<file path="config.mk">
export PLATFORM = sky130hd
export DESIGN_NAME = pe_group_sequencer
export DESIGN_NICKNAME = d
export VERILOG_FILES = /design/src/rtl/pe_seq_pkg.sv /design/src/rtl/pe_seq_phase_cnt.sv /design/src/rtl/pe_group_sequencer.sv
export SDC_FILE = /design/constraint.sdc
export NUM_CORES = 1
export LEC_CHECK = 0
export BUFFER_PORTS_ARGS = -buffer_cell sky130_fd_sc_hd__clkbuf_2
export CORE_ASPECT_RATIO = 1.75
export CORE_UTILIZATION = 53
export DETAILED_ROUTE_END_ITERATION = 8
export PLACE_DENSITY = 0.95
export SYNTH_ARGS = -nofsm -noshare
export SYNTH_HDL_FRONTEND = slang
export SYNTH_SLANG_ARGS = --single-unit
export TNS_END_PERCENT = 5
</file>
<file path="constraint.sdc">
create_clock -name clk -period 9.6 [get_ports clk]
set_input_delay 1.92 -clock clk [delete_from_list [all_inputs] [get_ports clk]]
set_output_delay 1.92 -clock clk [all_outputs]
set_load 0.02 [all_outputs]
</file>
<file path="src/rtl/pe_seq_pkg.sv">
// Shared state encoding, phase selects and counter width for the PE group sequencer.
// Phase-select values are also consumed by the software driver header generator.
package pe_seq_pkg;

    localparam int CntWidthDefault = 16;

    typedef logic [2:0] seqState_t;

    localparam seqState_t StIdle  = 3'd0;
    localparam seqState_t StClear = 3'd1;
    localparam seqState_t StLoadW = 3'd2;
    localparam seqState_t StLoadI = 3'd3;
    localparam seqState_t StLoadO = 3'd4;
    localparam seqState_t StDrain = 3'd5;
    localparam seqState_t StDone  = 3'd6;

    typedef logic [1:0] phaseSel_t;

    localparam phaseSel_t PhaseW     = 2'd0;
    localparam phaseSel_t PhaseI     = 2'd1;
    localparam phaseSel_t PhaseO     = 2'd2;
    localparam phaseSel_t PhaseDrain = 2'd3;

    // Next phase after cur finishes, skipping any phase whose count is zero.
    // A zero psum count removes both the psum load and the drain.
    function automatic seqState_t nextActiveState(input seqState_t cur, input logic wNz,
                                                  input logic iNz, input logic oNz);
        seqState_t nxt;
        nxt = StDone;
        case (cur)
            StClear: begin
                if (wNz)      nxt = StLoadW;
                else if (iNz) nxt = StLoadI;
                else if (oNz) nxt = StLoadO;
            end
            StLoadW: begin
                if (iNz)      nxt = StLoadI;
                else if (oNz) nxt = StLoadO;
            end
            StLoadI: begin
                if (oNz) nxt = StLoadO;
            end
            StLoadO: nxt = StDrain;
            default: nxt = StDone;
        endcase
        return nxt;
    endfunction

    function automatic phaseSel_t phaseOf(input seqState_t st);
        phaseSel_t ph;
        case (st)
            StLoadI: ph = PhaseI;
            StLoadO: ph = PhaseO;
            StDrain: ph = PhaseDrain;
            default: ph = PhaseW;
        endcase
        return ph;
    endfunction

endpackage

</file>
<file path="src/rtl/pe_seq_phase_cnt.sv">
// Per-phase word counter: clears on command, counts beats and flags the last beat.
// Wraps to zero on the last beat so the next phase starts from zero.
module pe_seq_phase_cnt
    import pe_seq_pkg::*;
#(
    parameter int CntWidth = CntWidthDefault
) (
    input  logic                clk,
    input  logic                rst,
    input  logic                clr,
    input  logic                inc,
    input  logic [CntWidth-1:0] target,
    output logic                last
);

    logic [CntWidth-1:0] count;

    // Full-width compare; a zero target never matches, but zero phases are never entered.
    assign last = (count == (target - CntWidth'(1)));

    always_ff @(posedge clk) begin
        if (!rst) begin
            count <= '0;
        end else if (clr) begin
            count <= '0;
        end else if (inc) begin
            count <= last ? '0 : (count + CntWidth'(1));
        end
    end

endmodule

</file>
<file path="src/rtl/pe_group_sequencer.sv">
// Command-driven sequencer for one PE group pass: clear, load W/I/O, drain results.
// Optional perf counters (perf_cycles, perf_stall) when PE_SEQ_PERF_CNT_EN is defined.
module pe_group_sequencer
    import pe_seq_pkg::*;
#(
    parameter int DataWidth = 32,
    parameter int CntWidth  = CntWidthDefault
) (
    input  logic                 clk,
    input  logic                 rst,
    input  logic                 clk_en,
    input  logic                 cmd_valid,
    output logic                 cmd_ready,
    input  logic [CntWidth-1:0]  cmd_w_cnt,
    input  logic [CntWidth-1:0]  cmd_i_cnt,
    input  logic [CntWidth-1:0]  cmd_o_cnt,
    input  logic                 src_valid,
    output logic                 src_ready,
    input  logic [DataWidth-1:0] src_data,
    output logic                 pe_aclr,
    output logic [DataWidth-1:0] pe_data,
    output logic                 pe_w_valid,
    input  logic                 pe_w_rdy,
    output logic                 pe_i_valid,
    input  logic                 pe_i_rdy,
    output logic                 pe_o_valid,
    input  logic                 pe_o_rdy,
    input  logic                 pe_out_valid,
    output logic                 pe_out_rdy,
    input  logic [DataWidth-1:0] pe_out_data,
    output logic                 dst_valid,
    input  logic                 dst_ready,
    output logic [DataWidth-1:0] dst_data,
    output logic                 busy,
    output logic                 done,
    output logic [2:0]           dbgState
`ifdef PE_SEQ_PERF_CNT_EN
    ,
    output logic [31:0]          perf_cycles,
    output logic [31:0]          perf_stall
`endif
);

    // Handshakes: a beat moves on a rising edge only when valid, ready and clk_en are all high.
    // Valid never waits on ready; the steering here is purely combinational.

    seqState_t           state;
    seqState_t           nextState;
    logic [CntWidth-1:0] cntW;
    logic [CntWidth-1:0] cntI;
    logic [CntWidth-1:0] cntO;
    logic [CntWidth-1:0] target;
    logic                lastBeat;
    logic                inLoadW;
    logic                inLoadI;
    logic                inLoadO;
    logic                inDrain;
    logic                loadRdy;
    logic                srcXfer;
    logic                drainXfer;
    logic                beat;
    logic                cmdAccept;
    logic                wNz;
    logic                iNz;
    logic                oNz;

    assign inLoadW = (state == StLoadW);
    assign inLoadI = (state == StLoadI);
    assign inLoadO = (state == StLoadO);
    assign inDrain = (state == StDrain);

    assign wNz = (cntW != '0);
    assign iNz = (cntI != '0);
    assign oNz = (cntO != '0);

    assign cmdAccept = (state == StIdle) && cmd_valid && clk_en;
    assign loadRdy   = (inLoadW && pe_w_rdy) || (inLoadI && pe_i_rdy) || (inLoadO && pe_o_rdy);
    assign srcXfer   = clk_en && src_valid && loadRdy;
    assign drainXfer = clk_en && inDrain && pe_out_valid && dst_ready;
    assign beat      = srcXfer || drainXfer;

    always_comb begin
        target = '0;
        case (phaseOf(state))
            PhaseW:     target = cntW;
            PhaseI:     target = cntI;
            PhaseO:     target = cntO;
            PhaseDrain: target = cntO;
            default:    target = '0;
        endcase
    end

    pe_seq_phase_cnt #(
        .CntWidth(CntWidth)
    ) u_phaseCnt (
        .clk   (clk),
        .rst   (rst),
        .clr   (cmdAccept),
        .inc   (beat),
        .target(target),
        .last  (lastBeat)
    );

    always_comb begin
        nextState = state;
        case (state)
            StIdle:  if (cmd_valid) nextState = StClear;
            StClear: nextState = nextActiveState(StClear, wNz, iNz, oNz);
            StLoadW, StLoadI, StLoadO: begin
                if (beat && lastBeat) nextState = nextActiveState(state, wNz, iNz, oNz);
            end
            StDrain: if (beat && lastBeat) nextState = StDone;
            StDone:  nextState = StIdle;
            default: nextState = StIdle;
        endcase
    end

    always_ff @(posedge clk) begin
        if (!rst) begin
            state <= StIdle;
        end else if (clk_en) begin
            state <= nextState;
        end
    end

    always_ff @(posedge clk) begin
        if (!rst) begin
            cntW <= '0;
            cntI <= '0;
            cntO <= '0;
        end else if (cmdAccept) begin
            cntW <= cmd_w_cnt;
            cntI <= cmd_i_cnt;
            cntO <= cmd_o_cnt;
        end
    end

    assign cmd_ready  = (state == StIdle) && clk_en;
    assign busy       = (state != StIdle);
    // done follows state, so a pass ending while clk_en is low keeps it high until resumed.
    assign done       = (state == StDone);
    assign pe_aclr    = (state == StClear) && clk_en;
    assign pe_data    = src_data;
    assign pe_w_valid = inLoadW && src_valid && clk_en;
    assign pe_i_valid = inLoadI && src_valid && clk_en;
    assign pe_o_valid = inLoadO && src_valid && clk_en;
    assign src_ready  = loadRdy && clk_en;
    assign dst_valid  = inDrain && pe_out_valid && clk_en;
    assign pe_out_rdy = inDrain && dst_ready && clk_en;
    assign dst_data   = pe_out_data;
    assign dbgState   = state;

`ifdef PE_SEQ_PERF_CNT_EN
    logic stallNow;

    assign stallNow = clk_en && (((inLoadW || inLoadI || inLoadO) && src_valid && !loadRdy)
                                 || (inDrain && pe_out_valid && !dst_ready));

    always_ff @(posedge clk) begin
        if (!rst) begin
            perf_cycles <= '0;
            perf_stall  <= '0;
        end else if (cmdAccept) begin
            perf_cycles <= '0;
            perf_stall  <= '0;
        end else begin
            if (busy && clk_en && (perf_cycles != '1)) perf_cycles <= perf_cycles + 32'd1;
            if (stallNow && (perf_stall != '1))        perf_stall  <= perf_stall + 32'd1;
        end
    end
`endif

endmodule
</file>
==> flow_metrics.tcl, run 1 <==
set metrics [dict create \
    cts_sinks 67 \
    ff_latch_area_sq_um 1343 \
    finalCritPeriodShare_pct 48.54 \
    fmax_ghz 0.2146 \
    root_buffer "clkbuf_16" \
    status "finished, final reports clean" \
    syn-cell-area_sq_um 4671 \
    reg2reg_depth 10 \
    wl_met1_um 4073 \
    pre_cts_ws_ps 5028 \
    grt-ovfl-total 0 \
    drt_iter0_drc 388 \
    cp_slowest_stage_delay_ps 1000 \
    finalMaxSlewViolations 0 \
    grt_pass1_vias 4177 \
    synthTopCellsByCount "nand2_1, dfxtp_1, buf_4, a21boi_0" \
    die_height_um 126.2 \
    rsz0062_at_grt "false" \
    worstHoldPathType "register to register" \
    hpwlAfterDp_um 8755 \
    post-route-drc-count 0 \
    wl_met2_um 6098 \
    tightest_slew_ps 1039 \
    syn_nets 721 \
    ys_ff_latch 67 \
    num_rows 45 \
    drive_gt1_share_pct 20.34 \
    synth.area.top_cells "dfxtp_1, nand2_1, buf_4, a21boi_0, nand3_1" \
    ant_nets 0 \
    ys_seq_area_share_pct 28.72 \
    yosys.cell_count.top_type "nand2_1" \
    critical_path_class "register to output pin" \
    maxCapViolCount 0 \
    synth_ff_type "dfxtp_1" \
    clk_latency_ps 340 \
    min_period_ps 4660 \
    die_w_um 72.97 \
    path_max_fanout 27 \
    coreArea_sq_um 8615 \
    area_delta_synth_final_pct 2.277 \
    firstDrtPassIters 5 \
    wl_per_cell_um 17.10 \
    max_slew_margin_pct 30.63 \
    cts.path.max_buffers 2 \
    crit_chain "nor2b_2 -> a22oi_1 -> o21ai_0 -> and2_1 -> clkbuf_2" \
    yosysTopAreaCell "dfxtp_1" \
    finalSetupViolations 0 \
    fin_skew_ps 4.760 \
    syn_area_per_cell_sq_um 7.824 \
    fin_hold_ws_ps 499.1 \
    cp.arrival_ps 2740 \
    crit_slowest_cell "dfxtp_1" \
    hold_violations 0 \
    syn_inst 597 \
    grt_use_total_pct 28.05 \
    routed.top_layer "met4" \
    clkSlewWorstSetupHoldPaths_ps 50 \
    postCtsResizedCells 0 \
    totalPowerFinal_mw 1.327 \
    met3RoutedLength_um 759 \
    synth_async_sr_flop_share_pct 0 \
    grt_antenna_before_repair 0 \
    cts_tree "yes" \
    tns_ps 0 \
    cts_buffers 9 \
    final_util_pct 55.45 \
    num_vias 4235 \
    viasPerCell 6.033 \
    synthDistinctLibCells 65 \
    wirelength_um 12010 \
    h-tree-depth 3 \
    yosysTopAreaCellShare_pct 28.72 \
    start_kind "register" \
    diodes 0 \
    fin_nets 704 \
    synth_warnings 0 \
    portBuffers 70 \
    synth_edf_count 0 \
    ctsHoldBuffers 0 \
    grt_pass1_wl_um 19840 \
    multiInputGateArea_sq_um 2557 \
    power_density_nw_per_um2 277.7 \
    grt_max_degree 60 \
    dieArea_sq_um 9207 \
    cts_setup_buffers 0 \
    cpLargestDelayFamily "flip-flops" \
    peakVddDrop_mv 0.1605 \
    cp.depth 5 \
    setup_ws_ps 4940 \
    ios 199 \
    required_ps 7680 \
    gp_congestion 0.9226 \
    initial_utilization_pct 54.22 \
    power_leakage_nw 1.834 \
    critPathCaptureType "output pin" \
    holdPathStages 2 \
    fillerInstances 729 \
    crit_buf_inv 1 \
]
final timing paths:
| kind | from | end | slack (ps) |
|---|---|---|---|
| hold reg to reg | cntO[5] | cntO[5] | 500 |
| hold / removal | cntO[5] | cntO[5] | 500 |
| setup / recovery | dbgState[2] | src_ready | 4940 |
| setup reg to reg | dbgState[1] | u_phaseCnt.count[9] | 5160 |
cell type report:
cell class / instances / share of cell area, %
timing repair buffer: 72 / 7.648
clock inverter: 6 / 2.383
multi-input combinational: 424 / 53.54
clock buffer: 10 / 4.793
inverter: 6 / 0.4715
sequential: 67 / 28.10
tap: 117 / 3.064
placed cells by master, fill, tap and decap left out, drive strengths merged, types with 7 or more instances in the layout:
| master | n |
|---|---|
| dfxtp | 67 |
| a32oi | 11 |
| nor2 | 33 |
| xor2 | 18 |
| a31oi | 9 |
| and4 | 7 |
| and3 | 8 |
| a21oi | 8 |
| xnor2 | 17 |
| clkbuf | 80 |
| nand2 | 138 |
| nor2b | 7 |
| nand3 | 35 |
| nand4 | 11 |
| nor4 | 15 |
| a21boi | 51 |
| nor3 | 12 |
stage by stage:
stage	instance area, sq um	instances
CTS	4777	702
floorplan	4671	597
detailed placement	4434	686
global placement	4434	686
finish	4777	702
global route	4777	702
kinds of logic after synthesis:
logic type / synth area share [%]
flip-flops: 28.72
buffers and inverters: 16.53
XOR/XNOR: 6.563
multiplexers: 0.8840
adder cells (fa/ha/maj): 0.5357
AO/OA/AOI/OAI: 16.39
AND/OR/NAND/NOR: 30.38
registers in the layout, indices dropped and copies added (netlist names):
register	cells
dbgState	3
u_phaseCnt.count	16
cntI	16
cntO	16
cntW	16
worst min-delay path: stages (launching register included):
cell      delay (ps)
dfxtp_1          330
nand2_1           60
a21boi_0          60
routing by layer:
metal,vias to the layer above,global-route usage [%]
li1,1961,-
met1,1944,27.49
met2,218,47.33
met3,112,6.080
met4,0,26.07
met5,-,0
power by group:
| part | switching (mW) | total [mW] | internal [mW] |
|---|---|---|---|
| sequential | 0.0744 | 0.385 | 0.311 |
| clock | 0.126 | 0.380 | 0.254 |
| combinational | 0.347 | 0.562 | 0.215 |
| total | 0.547 | 1.33 | 0.780 |
(Power assumes the default switching activity.)
==> run 2: changes to the inputs <==
--- a/config.mk
+++ b/config.mk
@@ -7,9 +7,9 @@
 export LEC_CHECK = 0
 export BUFFER_PORTS_ARGS = -buffer_cell sky130_fd_sc_hd__clkbuf_2
 export CORE_ASPECT_RATIO = 1.75
-export CORE_UTILIZATION = 53
+export CORE_UTILIZATION = 44
 export DETAILED_ROUTE_END_ITERATION = 8
-export PLACE_DENSITY = 0.95
+export PLACE_DENSITY = 0.89
 export SYNTH_ARGS = -nofsm -noshare
 export SYNTH_HDL_FRONTEND = slang
 export SYNTH_SLANG_ARGS = --single-unit
==> constraint.sdc (replaced) <==
create_clock -name clk -period 4.2 [get_ports clk]
set_input_delay 0.84 -clock clk [delete_from_list [all_inputs] [get_ports clk]]
set_output_delay 0.84 -clock clk [all_outputs]
set_load 0.02 [all_outputs]
==> flow_metrics.tcl, run 2 (synthesis results as in run 1) <==
set metrics [dict create \
    status "finished, final reports clean" \
    viasPerCell 5.665 \
    grtUsageMet1_pct 19.15 \
    finalSetupViolations 0 \
    power_density_nw_per_um2 606.4 \
    fmax_ghz 0.2687 \
    fin_nets 709 \
    crit_slowest_cell "or4_1" \
    busiest_layer "met2" \
    num_vias 4056 \
    die_w_um 79.89 \
    dpl.cell_count 701 \
    min_period_ps 3721 \
    grtUsageMet2_pct 40.08 \
    grt_pass1_vias 3839 \
    portBuffers 70 \
    crit_chain "buf_4 -> nor2_2 -> nand2_1 -> and3_1 -> ha_1 -> and3_1 -> nand3_1 -> or4_1 -> a32oi_1 -> nand4_2 -> nand3_1 -> nor2_1" \
    max_slew_margin_pct 38.57 \
    cts_setup_buffers 0 \
    grt_max_degree 60 \
    ctsHoldBuffers 0 \
    num_rows 49 \
    cts_buffers 9 \
    post-route-drc-count 0 \
    grt-ovfl-total 0 \
    initial_utilization_pct 45.35 \
    ios 199 \
    finalCritPeriodShare_pct 88.60 \
    fin_skew_ps 9.134 \
    maxCapViolCount 0 \
    tns_ps 0 \
    hold_violations 0 \
    wl_per_cell_um 16.47 \
    grt_use_total_pct 21.60 \
    postCtsResizedCells 0 \
    path_max_fanout 35 \
    cp_slowest_stage_delay_ps 500 \
    area_delta_synth_final_pct 2.250 \
    tightest_slew_ps 921.5 \
    worstHoldPathType "register to register" \
    cts_tree "yes" \
    drt_iter0_drc 216 \
    instances_no_fill 716 \
    finalMaxSlewViolations 0 \
    wirelength_um 11800 \
    diodes 0 \
    die_height_um 138.3 \
    peakVddDrop_mv 0.2745 \
    cts.path.max_buffers 2 \
    final_cell_mix "nand2_1, clkbuf_2, dfxtp_1, a21boi_0" \
    power_leakage_nw 1.839 \
    rsz0062_at_grt "false" \
    required_ps 4400 \
    firstDrtPassIters 4 \
    critical_path_class "register to register" \
    mostFrequentLayoutCell "nand2_1" \
    grt_pass1_wl_um 18200 \
    critPathCaptureType "register" \
    drive_gt1_share_pct 20.88 \
    cp.arrival_ps 3920 \
    gp_congestion 0.9522 \
    dieArea_sq_um 11050 \
    use_met3_pct 4.092 \
    cts_sinks 67 \
    hpwlAfterDp_um 9326 \
    clk_latency_ps 340 \
    root_buffer "clkbuf_16" \
    h-tree-depth 3 \
    grt_antenna_before_repair 0 \
    coreArea_sq_um 10300 \
    start_kind "register" \
    clkSlewWorstSetupHoldPaths_ps 60 \
    ant_nets 0 \
]
## run 2: cell types whose count changed in the layout (fill, tap and decap cells not counted), sizes merged
cell,delta
buf,+5
bufinv,-2
clkinv,+2
clkbuf,-1
## run 2: routing by layer
layer  wire (um)  up-vias  share of wire, %
li1            -     1969                 -
met1        3872     1873                33
met2        6431      141                55
met3         564       73               4.8
met4         928        0               7.9
met5           0        -                 0
## run 2: cell type report
cell class	count	area [sq um]
Fill cell	1043	5524
Inverter	6	22.52
Clock inverter	6	67.56
Timing Repair Buffer	77	402.9
Sequential cell	67	1341
Tap cell	127	158.9
Clock buffer	9	225.2
Multi-Input combinational cell	424	2557
## run 2: path summary, 6_finish.rpt
path / from / end / slack, ps / cells after the start
worst min-delay path: cntO[13] / cntO[13] / 490 / 2
worst min register to register: cntO[13] / cntO[13] / 490 / 2
worst max-delay path: dbgState[1] / u_phaseCnt.count[11] / 480 / 12
worst max register to register: dbgState[1] / u_phaseCnt.count[11] / 480 / 12
## run 2: worst max-delay path: cells and delay by family, from the launching register on
family | cells | cell delay (ps)
compound gates | 1 | 340
flops | 1 | 360
fa+ha+maj | 1 | 200
simple gates | 9 | 2290
buf+inv | 1 | 360
## run 2: report_power, final
part	total (mW)	internal (mW)	switching (mW)
Sequential	0.804	0.709	0.0946
Combinational	1.35	0.512	0.841
Clock	0.740	0.456	0.283
Total	2.90	1.68	1.22
## run 2: through the flow
| stage | hold slack [ps] | instance area, sq um | setup slack (ps) | power, mW | util [%] |
|---|---|---|---|---|---|
| after floorplan | 451.9 | 4671 | 932.1 | 2.032 | - |
| after global placement | 473.2 | 4483 | 631.8 | 2.136 | 43.53 |
| after detailed placement | 483.2 | 4483 | 555.0 | 2.155 | 43.53 |
| after CTS | 490.6 | 4776 | 501.7 | 2.893 | 46.37 |
| after global routing | 507.5 | 4776 | 270.7 | 3.056 | 46.37 |
| final | 487.2 | 4776 | 478.7 | 2.896 | 46.37 |
